[src/rtl/mux_nbit_nto1_skid.sv]
// N-way word multiplexer with a registered, skid-buffered valid/ready output stage.
// A stalled consumer never loses a beat, and streaming runs at one beat per cycle.

module mux_nbit_nto1_skid_lane #(
  parameter int WIDTH = 32,
  parameter int SEL_W = 2,
  parameter int IDX   = 0
) (
  input  logic [WIDTH-1:0] word,
  input  logic [SEL_W-1:0] sel,
  output logic [WIDTH-1:0] gated
);
  logic hit;
  assign hit   = (sel == SEL_W'(IDX));
  assign gated = word & {WIDTH{hit}};
endmodule

module mux_nbit_nto1_skid #(
  parameter int WIDTH      = 32,
  parameter int NUM_INPUTS = 4,
  parameter int SEL_W      = $clog2(NUM_INPUTS)
) (
  input  logic                        Clk,
  input  logic                        Rst,
  input  logic [WIDTH*NUM_INPUTS-1:0] in_flat,
  input  logic [SEL_W-1:0]            sel,
  input  logic                        in_valid,
  output logic                        in_ready,
  output logic [WIDTH-1:0]            out,
  output logic                        out_valid,
  input  logic                        out_ready,
  output logic                        sel_err,
  output logic [1:0]                  occupancy
);

  typedef enum logic [1:0] {EMPTY = 2'd0, ONE = 2'd1, FULL = 2'd2} state_t;

  state_t                             state;
  logic [WIDTH-1:0]                   main_q, skid_q;
  logic                               skid_valid, ready_q, valid_q;
  logic [NUM_INPUTS-1:0][WIDTH-1:0]   gated;
  logic [WIDTH-1:0]                   word;
  logic                               accept, transfer;

  // One gate per input; out-of-range selects hit no lane and OR to zero.
  for (genvar i = 0; i < NUM_INPUTS; i++) begin : g_lane
    mux_nbit_nto1_skid_lane #(.WIDTH(WIDTH), .SEL_W(SEL_W), .IDX(i)) u_lane (
      .word  (in_flat[i*WIDTH +: WIDTH]),
      .sel   (sel),
      .gated (gated[i])
    );
  end

  always_comb begin
    word = '0;
    for (int i = 0; i < NUM_INPUTS; i++) word = word | gated[i];
  end

  assign accept    = in_valid & ready_q;
  assign transfer  = valid_q & out_ready;
  assign in_ready  = ready_q;
  assign out       = main_q;
  assign out_valid = valid_q;
  assign occupancy = state;

  // ready_q tracks ~skid_valid as its own flop so out_ready never reaches in_ready.
  always_ff @(posedge Clk or posedge Rst) begin
    if (Rst) begin
      state      <= EMPTY;
      main_q     <= '0;
      skid_q     <= '0;
      skid_valid <= 1'b0;
      ready_q    <= 1'b1;
      valid_q    <= 1'b0;
    end else begin
      case (state)
        EMPTY: if (accept) begin
          main_q  <= word;
          valid_q <= 1'b1;
          state   <= ONE;
        end
        ONE: begin
          if (accept && transfer) begin
            main_q <= word;
          end else if (accept) begin
            skid_q     <= word;
            skid_valid <= 1'b1;
            ready_q    <= 1'b0;
            state      <= FULL;
          end else if (transfer) begin
            valid_q <= 1'b0;
            state   <= EMPTY;
          end
        end
        FULL: if (transfer) begin
          main_q     <= skid_q;
          skid_valid <= 1'b0;
          ready_q    <= 1'b1;
          state      <= ONE;
        end
        default: begin
          state      <= EMPTY;
          skid_valid <= 1'b0;
          ready_q    <= 1'b1;
          valid_q    <= 1'b0;
        end
      endcase
    end
  end

  if ((1 << SEL_W) == NUM_INPUTS) begin : g_no_err
    assign sel_err = 1'b0;
  end else begin : g_err
    localparam logic [SEL_W-1:0] LAST = SEL_W'(NUM_INPUTS - 1);
    logic err_q;
    always_ff @(posedge Clk or posedge Rst) begin
      if (Rst)                        err_q <= 1'b0;
      else if (accept && sel > LAST)  err_q <= 1'b1;
    end
    assign sel_err = err_q;
  end

endmodule

[config.mk]
export PLATFORM = sky130hd
export DESIGN_NAME = mux_nbit_nto1_skid
export DESIGN_NICKNAME = d
export VERILOG_FILES = /design/src/rtl/mux_nbit_nto1_skid.sv
export SDC_FILE = /design/constraint.sdc
export NUM_CORES = 1
export LEC_CHECK = 0
export BUFFER_PORTS_ARGS = -buffer_cell sky130_fd_sc_hd__buf_2
export CAP_MARGIN = 30
export CORE_MARGIN = 2
export CORE_UTILIZATION = 55
export DETAILED_ROUTE_END_ITERATION = 6
export PLACE_DENSITY_LB_ADDON = 0.3
export SLEW_MARGIN = 15
export SYNTH_ARGS = -nofsm -noshare
export SYNTH_HDL_FRONTEND = slang
export SYNTH_HIERARCHICAL = 1
export SYNTH_SLANG_ARGS = --single-unit
[constraint.sdc]
create_clock -name Clk -period 2.9 [get_ports Clk]
set_input_delay 0.29 -clock Clk [delete_from_list [all_inputs] [get_ports Clk]]
set_output_delay 0.29 -clock Clk [all_outputs]
set_load 0.02 [all_outputs]
==> Yosys cells after proc, flatten, opt, wreduce, memory -nomap -nowiden <==
Cells that the tools add are included.
{ "totals": {"wordCells": 58, "register_bits": 68} }
{ "op_classes": {"n_mux": 19, "bitwise": 12, "reduce_logical": 9, "eq_ne": 13} }
{ "ops": {"columns": ["operator", "count"], "rows": [
  ["32-bit bitwise AND", 4],
  ["32-bit 2-to-1 mux", 3],
  ["32-bit OR", 3],
  ["32-bit one-hot mux with 3 select lines", 1],
  ["2-bit inequality test (second input constant)", 7],
  ["4-bit AND reduction", 3],
  ["2-bit 2-to-1 mux", 5],
  ["1-bit 2-to-1 mux", 7],
  ["2-bit equality test (second input constant)", 3],
  ["1-bit one-hot mux with 3 select lines", 2],
  ["2-bit one-hot mux with 3 select lines", 1],
  ["5-bit AND reduction", 1],
  ["2-bit by 1-bit equality test with 1-bit output (second input constant)", 2],
  ["2-bit logical NOT", 2],
  ["3-bit inequality test (second input constant)", 1],
  ["1-bit inverter", 3],
  ["3-bit AND reduction", 1],
  ["3-bit nonzero test", 1],
  ["1-bit bitwise AND", 2],
  ["1-bit logical AND", 1]
]} }

==> Logic depth before layout (Yosys ltp) <==
Gate-level depths: netlist of the first run.
{ "depth": {"depth_word": 7, "mapped_depth": 5} }

==> Cells and area by module <==
The synthesis of the first run kept the hierarchy.
{ "modules_own_cells": {"columns": ["mod", "n_inst", "area_each_um2", "seq_area_each_um2", "cells_each"], "rows": [
  ["mux_nbit_nto1_skid", 1, 3513.4, 1702.9, 227],
  ["mux_nbit_nto1_skid_lane (g_lane[1].u_lane ...)", 2, 357.8, 0.0, 38],
  ["mux_nbit_nto1_skid_lane (g_lane[0].u_lane)", 1, 457.9, 0.0, 38],
  ["mux_nbit_nto1_skid_lane (g_lane[3].u_lane)", 1, 270.3, 0.0, 38]
]} }

==> Worst setup path after synthesis of the first run <==
OpenSTA, ideal clock, no wires.
{ "synth_timing": {"path_kind": "input-to-reg", "start": "in sel[0]", "end": "reg main_q[30], in the netlist out[30]", "stages": 5, "setup_ns": 0.125, "required_ns": 2.775, "path_slack_ns": 1.143, "arrival_time_ns": 1.632, "cell_sequence": "buf_2 > and3b_2 > or4_1 > mux2_4 > mux2_4"} }
{ "synth_lines": {"columns": ["item", "line_no", "text"], "rows": [
  ["start, declared", "26", "input logic [SEL_W-1:0] sel,"],
  ["end signal, assigned", "78", "main_q <= word;"],
  ["end signal, assigned", "84", "main_q <= word;"],
  ["end signal, assigned", "96", "main_q <= skid_q;"],
  ["end, declared", "39", "logic [WIDTH-1:0] main_q, skid_q;"]
]} }

==> results of run 1 <==
-- cell usage after synthesis --
cell       n  area share
and3b_2   65        0.13
buf_2      9      0.0091
mux2_4    58        0.18
buf_6     10       0.023
conb_1     1     0.00076
buf_4     10       0.015
o32a_2     1      0.0023
mux2_2    38       0.086
nor2_1     1     0.00076
inv_1      2      0.0015
nand2_1    2      0.0015
dfstp_2    1      0.0053
o21ai_0    2      0.0020
nand2b_2   1      0.0018
a21boi_0   1      0.0015
nor3b_1    2      0.0030
a21boi_2   1      0.0023
o32ai_4    1      0.0056
dfrtp_1   67        0.34
nor3b_2   30       0.076
o22ai_1    1      0.0013
a211o_1    1      0.0018
nand2_2    1      0.0013
and2_1     1      0.0013
mux2i_1    1      0.0020
and3_2    32       0.048
clkbuf_2   3      0.0030
buf_8      3      0.0091
a21oi_1    1      0.0010
or4_1     32       0.048
-- power by group through the flow --
stage / sequential [mW] / clock (mW) / combinational [mW]
floorplan: 1.66 / 0 / 0.601
global placement: 1.43 / 0 / 1.21
detailed placement: 1.44 / 0 / 1.24
CTS: 1.43 / 0.762 / 1.24
global route: 1.47 / 0.810 / 1.32
finish: 1.43 / 0.748 / 1.23
-- cell families (layout without fill, tap and decap cells) --
logic type / Yosys count / after routing
compound gates: 9 / 9
buf+inv: 37 / 194
flops: 68 / 68
mux: 97 / 97
other cells: 1 / 1
simple gates: 167 / 167
-- placed cells by master (no fill, tap or decap), types with 2 or more instances in the layout --
cell / count
and3_2: 32
and3b_2: 65
buf_12: 6
buf_2: 167
buf_4: 4
clkbuf_1: 3
clkbuf_8: 10
dfrtp_1: 67
mux2_2: 38
mux2_4: 58
nand2_1: 2
nor3b_1: 2
nor3b_2: 30
o21ai_0: 2
or4_1: 32
-- per-layer routing --
layer / vias up / global-route usage / wire length, um
li1: 1724 / - / -
met1: 1725 / 0.271 / 4490
met2: 106 / 0.372 / 5030
met3: 12 / 0.0489 / 649
met4: 2 / 0.0664 / 127
met5: - / 0 / 13
-- state kept, by name, indices dropped and copies added (netlist names) --
signal	flops
out	32
occupancy	2
in_ready	1
skid_q	32
out_valid	1
-- how the worst min path moves through the flow --
stage / cells after the start / slack [ps] / from / end
final: 3 / 30 / Rst / out_valid$_DFFE_PP0P_
after global routing: 3 / 70 / Rst / out[9]$_DFFE_PP0P_
after CTS: 3 / 30 / Rst / skid_q[13]$_DFFE_PP0P_
after detailed placement: 3 / 400 / Rst / out_valid$_DFFE_PP0P_
after global placement: 3 / 390 / Rst / out_valid$_DFFE_PP0P_
after floorplan: 1 / 480 / skid_q[4]$_DFFE_PP0P_ / skid_q[4]$_DFFE_PP0P_
-- final cells by class --
cell class | count | area (um2)
Tap cell | 108 | 135
Fill cell | 666 | 2750
Multi-Input combinational cell | 274 | 2950
Timing Repair Buffer | 177 | 986
Sequential cell | 68 | 1700
Inverter | 2 | 7.51
Clock inverter | 2 | 35.0
Clock buffer | 13 | 149
-- worst max-delay path, delay by kind of cell --
| family | cells | cell delay (ps) |
|---|---|---|
| buffers and inverters | 2 | 710 |
| multiplexers | 2 | 540 |
| AND/OR/NAND/NOR | 2 | 810 |
==> summary.txt, run 1 <==
First-pass GRT wire length = 17100 um
Critical Path AT = 2390 ps
Post-Syn Instances = 379
Sequential share of the synthesized area = 0.344
R2r setup slk = 940 ps
Layout cell share with drive strength beyond 1 = 0.782
Setup_tns = 0 ps
Flop pwr share = 0.419
Clk Latency, worst-skew pair = 330 ps
Setup WS pre-CTS = 272 ps
Relative slew slack = 0.433
Starting Density = 0.568
Core ar. = 8720 um2
Comb pwr share = 0.361
Reg-to-Reg End = skid_q[16]$_DFFE_PP0P_
CTS Sinks = 68
Placed cell area = 5770 um2
I/O Pins = 171
Clk slew on worst S/H paths = 70 ps
Leakage = 3.34 nW
Status = completed
Die area = 9790 um2
Final Max Slew Viols = 0
Least-Margin Pin Slew = 847 ps
CTS Root Cell = clkbuf_8
Synthesized flop and latch total = 68
Clk_skew = 8.82 ps
Peak VDD IR = 0.302 mV
CTS max path bufs = 2
Internal power = 2.34 mW
Pwr per Cell Area = 571 nW/um2
Unrepaired setup endpoints after global routing = false
Compound-Gate Fraction of Synth Area = 0.0177
Number of DRC markers in iteration 0 = 62
Critical path's most frequent cell = mux2_4
Number of buffers created by CTS = 9
WP data required = 3110 ps
Setup crit end kind = register
Hold WS = 27.6 ps
Crit-path max cell delay = 580 ps
All-Layer GR Usage = 0.216
Final wirelength = 10300 um
Die W = 98.9 um
Number of global-route vias before repair = 3637
Crit path from = sel[1]
Area Growth Syn to Fin = 20.4%
Hold_buf cts = 0
Synth Net Count = 513
Simple-gate share of the synthesized area = 0.313
Setup crit start kind = input pin
CTS tree = done
Antenna violations before repair = 1
DRT antenna net count = 0
Synth warn = 6
Net Switching = 1.07 mW
CP Max Fanout = 62
Post-route insts no fill = 644
DP HPWL = 7260 um
Post-Synth Adder-Cell Area = 0
Die height = 98.9 um
Worst setup path end = out[17]$_DFFE_PP0P_
Synth Area in XOR/XNOR = 0
DRC Markers = 0
Fin. Hold Viols = 0
Vias per Instance = 5.54
Dpl cells = 628
Setup Buffers After CTS = 0
Fmax = 460 MHz
Layout Nets = 666
Global-route congestion overflow total = 0
Largest net degree at the start of global routing = 121
R2R cell count = 3
CP Class = in -> reg
Mapped Area = 4960 um2
Mean Syn Cell Area = 13.1 um2
Number of max-cap violations = 0
WL/cell = 16.0 um
Largest family of logic cells by synthesized area = simple AND/OR/NAND/NOR gates
Setup ws final = 725 ps
Final Critical Period = 2170 ps
Clk network pwr share = 0.220
Sw Ratio = 0.314
Post-synthesis mux area share = 0.264
Rows = 34
CTS H-tree lvls = 3
Post-route cell area = 5970 um2
Worst path cell trace = buf_4, buf_12, and3b_2, or4_1, mux2_4, mux2_4
Final core utilization = 0.685
Crit share post-route = 0.750
CTS resizes = 0
PortBufs = 169
Via count = 3569
Gp weighted congestion = 0.739
R2R Path Start = occupancy[1]$_DFFE_PP0P_
Slowest cell on crit path = or4_1
Pre-antenna DRT Iters = 4
N_diodes = 0
Number of distinct library cells after synthesis = 30
Overall power = 3.41 mW
Setup-failing EPs final = 0
Worst min path class = in -> async
Power figures use the tool's default switching activity.
==> run 2, diff against run 1 <==
Settings changed: CORE_UTILIZATION 55 to 46.
Clock period 2.9 ns to 2 ns, I/O delays scaled along.
==> summary.txt, run 2 (synthesis gave the netlist of run 1 again) <==
Fill count = 858 (+29%)
Area Growth Syn to Fin = 23.9%
Die area = 11600 um2 (+19%)
Rows = 37 (+8.8%)
Vias per Instance = 5.30 (-4.3%)
Starting Density = 0.476 (-0.0925)
Number of max-cap violations = 0 (unchanged)
I/O Pins = 171 (unchanged)
R2R Path Start = in_ready$_DFFE_PP1P_
CTS H-tree lvls = 3 (unchanged)
CTS resizes = 0 (unchanged)
Die W = 108 um (+9.0%)
Fin. Hold Viols = 0 (unchanged)
Die height = 108 um (+9.0%)
Dpl cells = 676 (+7.6%)
Clk slew on worst S/H paths = 80 ps (about the same)
Relative slew slack = 0.625 (+0.192)
Overall power = 4.87 mW (+43%)
Reg-to-Reg End = out[5]$_DFFE_PP0P_
Most common cell after layout, fill and taps aside = buf_2
Via count = 3675 (+3.0%)
Number of DRC markers in iteration 0 = 106 (+71%)
Post-route insts no fill = 693 (+7.6%)
Crit share post-route = 0.886
PortBufs = 169 (unchanged)
All-Layer GR Usage = 0.195 (-0.0209)
Antenna violations before repair = 0 (-1)
Clk_skew = 14.3 ps (+5.51 ps)
Final Critical Period = 1770 ps
WL/cell = 15.9 um (-0.71%)
Critical Path AT = 1990 ps (-400 ps)
Post-route cell area = 6140 um2 (+2.9%)
Number of global-route vias before repair = 3812 (+4.8%)
Setup crit start kind = register
CTS max path bufs = 2 (unchanged)
Fmax = 564 MHz
CTS Sinks = 68 (unchanged)
N_diodes = 0 (unchanged)
Layout cell share with drive strength beyond 1 = 0.792 (+0.0100)
Layout Nets = 686 (+3.0%)
Pwr per Cell Area = 794 nW/um2 (+39%)
Hold_buf cts = 1 (+1)
CTS tree = done
Final Max Slew Viols = 0 (unchanged)
Gp weighted congestion = 0.750 (+1.5%)
R2r setup slk = 230 ps (-710 ps)
Unrepaired setup endpoints after global routing = false
Number of buffers created by CTS = 9 (unchanged)
Setup crit end kind = register
Leakage = 3.43 nW (+2.7%)
R2R cell count = 4 (+1)
Least-Margin Pin Slew = 562 ps (-285 ps)
CP Max Fanout = 32 (-48%)
DP HPWL = 8220 um (+13%)
Clk Latency, worst-skew pair = 340 ps (about the same)
Core ar. = 10400 um2 (+19%)
First-pass GRT wire length = 18000 um (+5.2%)
Status = completed
Pre-antenna DRT Iters = 4 (unchanged)
DRC Markers = 0 (unchanged)
CP Class = reg -> reg
Global-route congestion overflow total = 0 (unchanged)
Setup_tns = 0 ps (unchanged)
Largest net degree at the start of global routing = 53 (-56%)
Placed cell area = 5960 um2 (+3.4%)
Worst Hold Path EP = out_valid$_DFFE_PP0P_
Peak VDD IR = 0.544 mV (+80%)
Setup Buffers After CTS = 0 (unchanged)
Final wirelength = 11000 um (+6.8%)
DRT antenna net count = 0 (unchanged)
Min-delay src = out_ready
Hold path depth = 3
CTS Root Cell = clkbuf_8
Setup-failing EPs final = 0 (unchanged)
Worst min path class = in -> reg
Most frequent cells in the layout = buf_2 (167), dfrtp_1 (67), and3b_2 (65)
WP data required = 2220 ps (-890 ps)
==> run 2: cell count changes in the layout (fill, tap and decap cells not counted), sizes merged <==
cell	change
clkbuf	-2
dlygate4sd3	+1
buf	+19
clkinvlp	+1
clkinv	+3
bufinv	-1
==> run 2: through the flow <==
stage | hold slack [ps] | util | worst slack (ps)
global placement | 287 | 0.572 | 18.7
finish | 184 | 0.590 | 228
CTS | 171 | 0.590 | 205
detailed placement | 288 | 0.572 | -34.0
floorplan | 395 | - | 90.1
global route | 199 | 0.590 | 139
==> run 2: worst max-delay path by stage <==
stage                               endpoint  depth (start not counted)                      from  slack, ps
floorplan           occupancy[0]$_DFFE_PP0P_                          1                       Rst         90
detailed placement       out[18]$_DFFE_PP0P_                          7                    sel[1]        -30
global route              out[4]$_DFFE_PP0P_                          4  occupancy[1]$_DFFE_PP0P_        140
global placement         out[12]$_DFFE_PP0P_                          7                    sel[0]         20
finish                    out[5]$_DFFE_PP0P_                          4      in_ready$_DFFE_PP1P_        230
CTS                       out[5]$_DFFE_PP0P_                          4  occupancy[1]$_DFFE_PP0P_        210
==> run 2: layout make-up <==
cell class                 instances  area (um2)  share of cell area
clock buffer                      11         141              0.0230
clock inverter                     5        27.5             0.00448
inverter                           2        7.51             0.00122
multi-input combinational        274        2950               0.481
sequential                        68        1700               0.277
tap                              136         170              0.0277
timing repair buffer             197        1140               0.185
==> run 2: routing by layer <==
metal  vias to the layer above  track usage  share of wire
li1                       1760            -              -
met1                      1784        0.242           0.43
met2                       110        0.334           0.50
met3                        21       0.0363          0.051
met4                         0       0.0797          0.022
met5                         -            0              0
==> run 2: power breakdown <==
| part | switching (mW) | internal [mW] |
|---|---|---|
| Combinational | 0.824 | 0.988 |
| Clock | 0.512 | 0.475 |
| Sequential | 0.255 | 1.82 |
| Total | 1.59 | 3.28 |
==> run 2: worst max-delay path, cell delays in order (launching register included) <==
cell and delay (ps):
dfstp_2 570, nand2_1 130, o32ai_4 260, buf_12 300
mux2_2 370
==> run 3, diff against run 2 <==
Settings changed: CELL_PAD_IN_SITES_DETAIL_PLACEMENT set to 0, CELL_PAD_IN_SITES_GLOBAL_PLACEMENT set to 1, CORE_UTILIZATION 46 to 36.
==> summary.txt, run 3 (synthesis gave the netlist of run 1 again) <==
Unrepaired setup endpoints after global routing = false
CP Max Fanout = 15 (-53%)
Crit share post-route = 0.860 (-0.0264)
CTS Root Cell = clkbuf_16
Most common cell after layout, fill and taps aside = buf_2
Slowest cell on crit path = dfrtp_1
Fmax = 582 MHz (+3.1%)
Final Max Slew Viols = 0 (unchanged)
Setup_tns = 0 ps (unchanged)
CP Class = reg -> reg
Largest net degree at the start of global routing = 45 (-15%)
Antenna violations before repair = 3 (+3)
CTS H-tree lvls = 3 (unchanged)
Rows = 42 (+14%)
Overall power = 5.48 mW (+12%)
Number of DRC markers in iteration 0 = 96 (-9.4%)
Worst min path class = in -> reg
Number of buffers created by CTS = 9 (unchanged)
Status = completed
Clk slew on worst S/H paths = 60 ps (-20 ps)
Gp weighted congestion = 0.751 (about the same)
Hold WS = 216 ps (+31.9 ps)
Global-route congestion overflow total = 0 (unchanged)
Pre-antenna DRT Iters = 3 (-1)
Vias per Instance = 5.00 (-5.7%)
Crit-path max cell delay = 430 ps (-140 ps)
Via count = 3620 (-1.5%)
Number of global-route vias before repair = 3711 (-2.6%)
Worst path cell trace = a21boi_2, o32ai_4, buf_12, mux2_2
DP HPWL = 8540 um (+3.9%)
WP data required = 2220 ps (about the same)
All-Layer GR Usage = 0.161 (-0.0344)
WL/cell = 15.8 um (-0.29%)
Final core utilization = 0.472 (-0.118)
Die W = 121 um (+13%)
Critical Path AT = 1940 ps (-50 ps)
Area Growth Syn to Fin = 27.1%
DRT antenna net count = 0 (unchanged)
PortBufs = 169 (unchanged)
Number of max-cap violations = 0 (unchanged)
Setup crit end kind = register
Pwr per Cell Area = 869 nW/um2 (+9.5%)
Final wirelength = 11500 um (+4.2%)
CTS resizes = 0 (unchanged)
Post-route cell area = 6300 um2 (+2.5%)
Die area = 14700 um2 (+27%)
DRC Markers = 0 (unchanged)
Most frequent cells in the layout = buf_2 (167), dfrtp_1 (67), and3b_2 (65)
Crit-path leading delay family = compound AO/OA/AOI/OAI gates
Placed cell area = 5980 um2 (+0.29%)
Fin. Hold Viols = 0 (unchanged)
Starting Density = 0.371 (-0.105)
Leakage = 3.45 nW (+0.62%)
I/O Pins = 171 (unchanged)
Die height = 121 um (+13%)
Clk Latency, worst-skew pair = 330 ps (about the same)
CTS Sinks = 68 (unchanged)
CTS tree = done
WP buf/inv = 1 (unchanged)
Layout Nets = 675 (-1.6%)
Layout cell share with drive strength beyond 1 = 0.789 (-0.00236)
Clk_skew = 8.75 ps (-5.59 ps)
Final Critical Period = 1720 ps (-52.8 ps)
Setup-failing EPs final = 0 (unchanged)
Peak VDD IR = 0.459 mV (-16%)
Core ar. = 13300 um2 (+28%)
First-pass GRT wire length = 18600 um (+3.1%)
CTS max path bufs = 2 (unchanged)
Setup crit start kind = register
==> run 3: cell type report <==
type	instances	area, um2
fillers	1234	7050
multi-input cells	274	2950
flip-flops and latches	68	1700
repair buffers	186	1110
clock buffers	10	239
well taps	176	220
clock inverters	6	63.8
inverters	2	7.51
diodes	2	5.00
==> run 3: worst paths after layout <==
path	startpoint	to	slack [ps]	depth (start not counted)
min in group asynchronous	Rst	out[13]$_DFFE_PP0P_	520	4
max in group asynchronous	Rst	in_ready$_DFFE_PP1P_	1130	4
setup reg to reg	occupancy[0]$_DFFE_PP0P_	out[4]$_DFFE_PP0P_	280	4
setup / recovery	occupancy[0]$_DFFE_PP0P_	out[4]$_DFFE_PP0P_	280	4
hold reg to reg	skid_q[5]$_DFFE_PP0P_	skid_q[5]$_DFFE_PP0P_	500	1
hold / removal	out_ready	out_valid$_DFFE_PP0P_	220	3
==> run 3: repair_timing <==
item	CTS	global route
hold buffers	1	0
hold endpoints to repair	38	0
setup buffers	0	0
==> run 3: where the power goes <==
group          internal, mW  switching [mW]  total [mW]  leakage [nW]
combinational         0.977           0.832        1.81          2.41
sequential             1.82           0.246        2.07         0.896
clock                 0.996           0.601        1.60         0.144
==> run 3: through the flow <==
stage	worst slack [ps]	std cells
after detailed placement	-19.1	705
after global placement	4.79	705
after CTS	270	722
final	280	724
after floorplan	90.1	379
after global routing	192	722
==> run 3: worst reg2reg max path, stage by stage, from the launching register on <==
cell and delay, ps:
dfrtp_1 430, a21boi_2 230, o32ai_4 380, buf_12 220, mux2_2 350
==> run 3: per-layer routing <==
layer,GRT usage,routed length [um],vias up,share of wire
li1,-,-,1743,-
met1,0.201,4970,1760,0.43
met2,0.271,5550,103,0.48
met3,0.0456,796,12,0.069
met4,0.0460,151,2,0.013
met5,0,7,-,0.00061
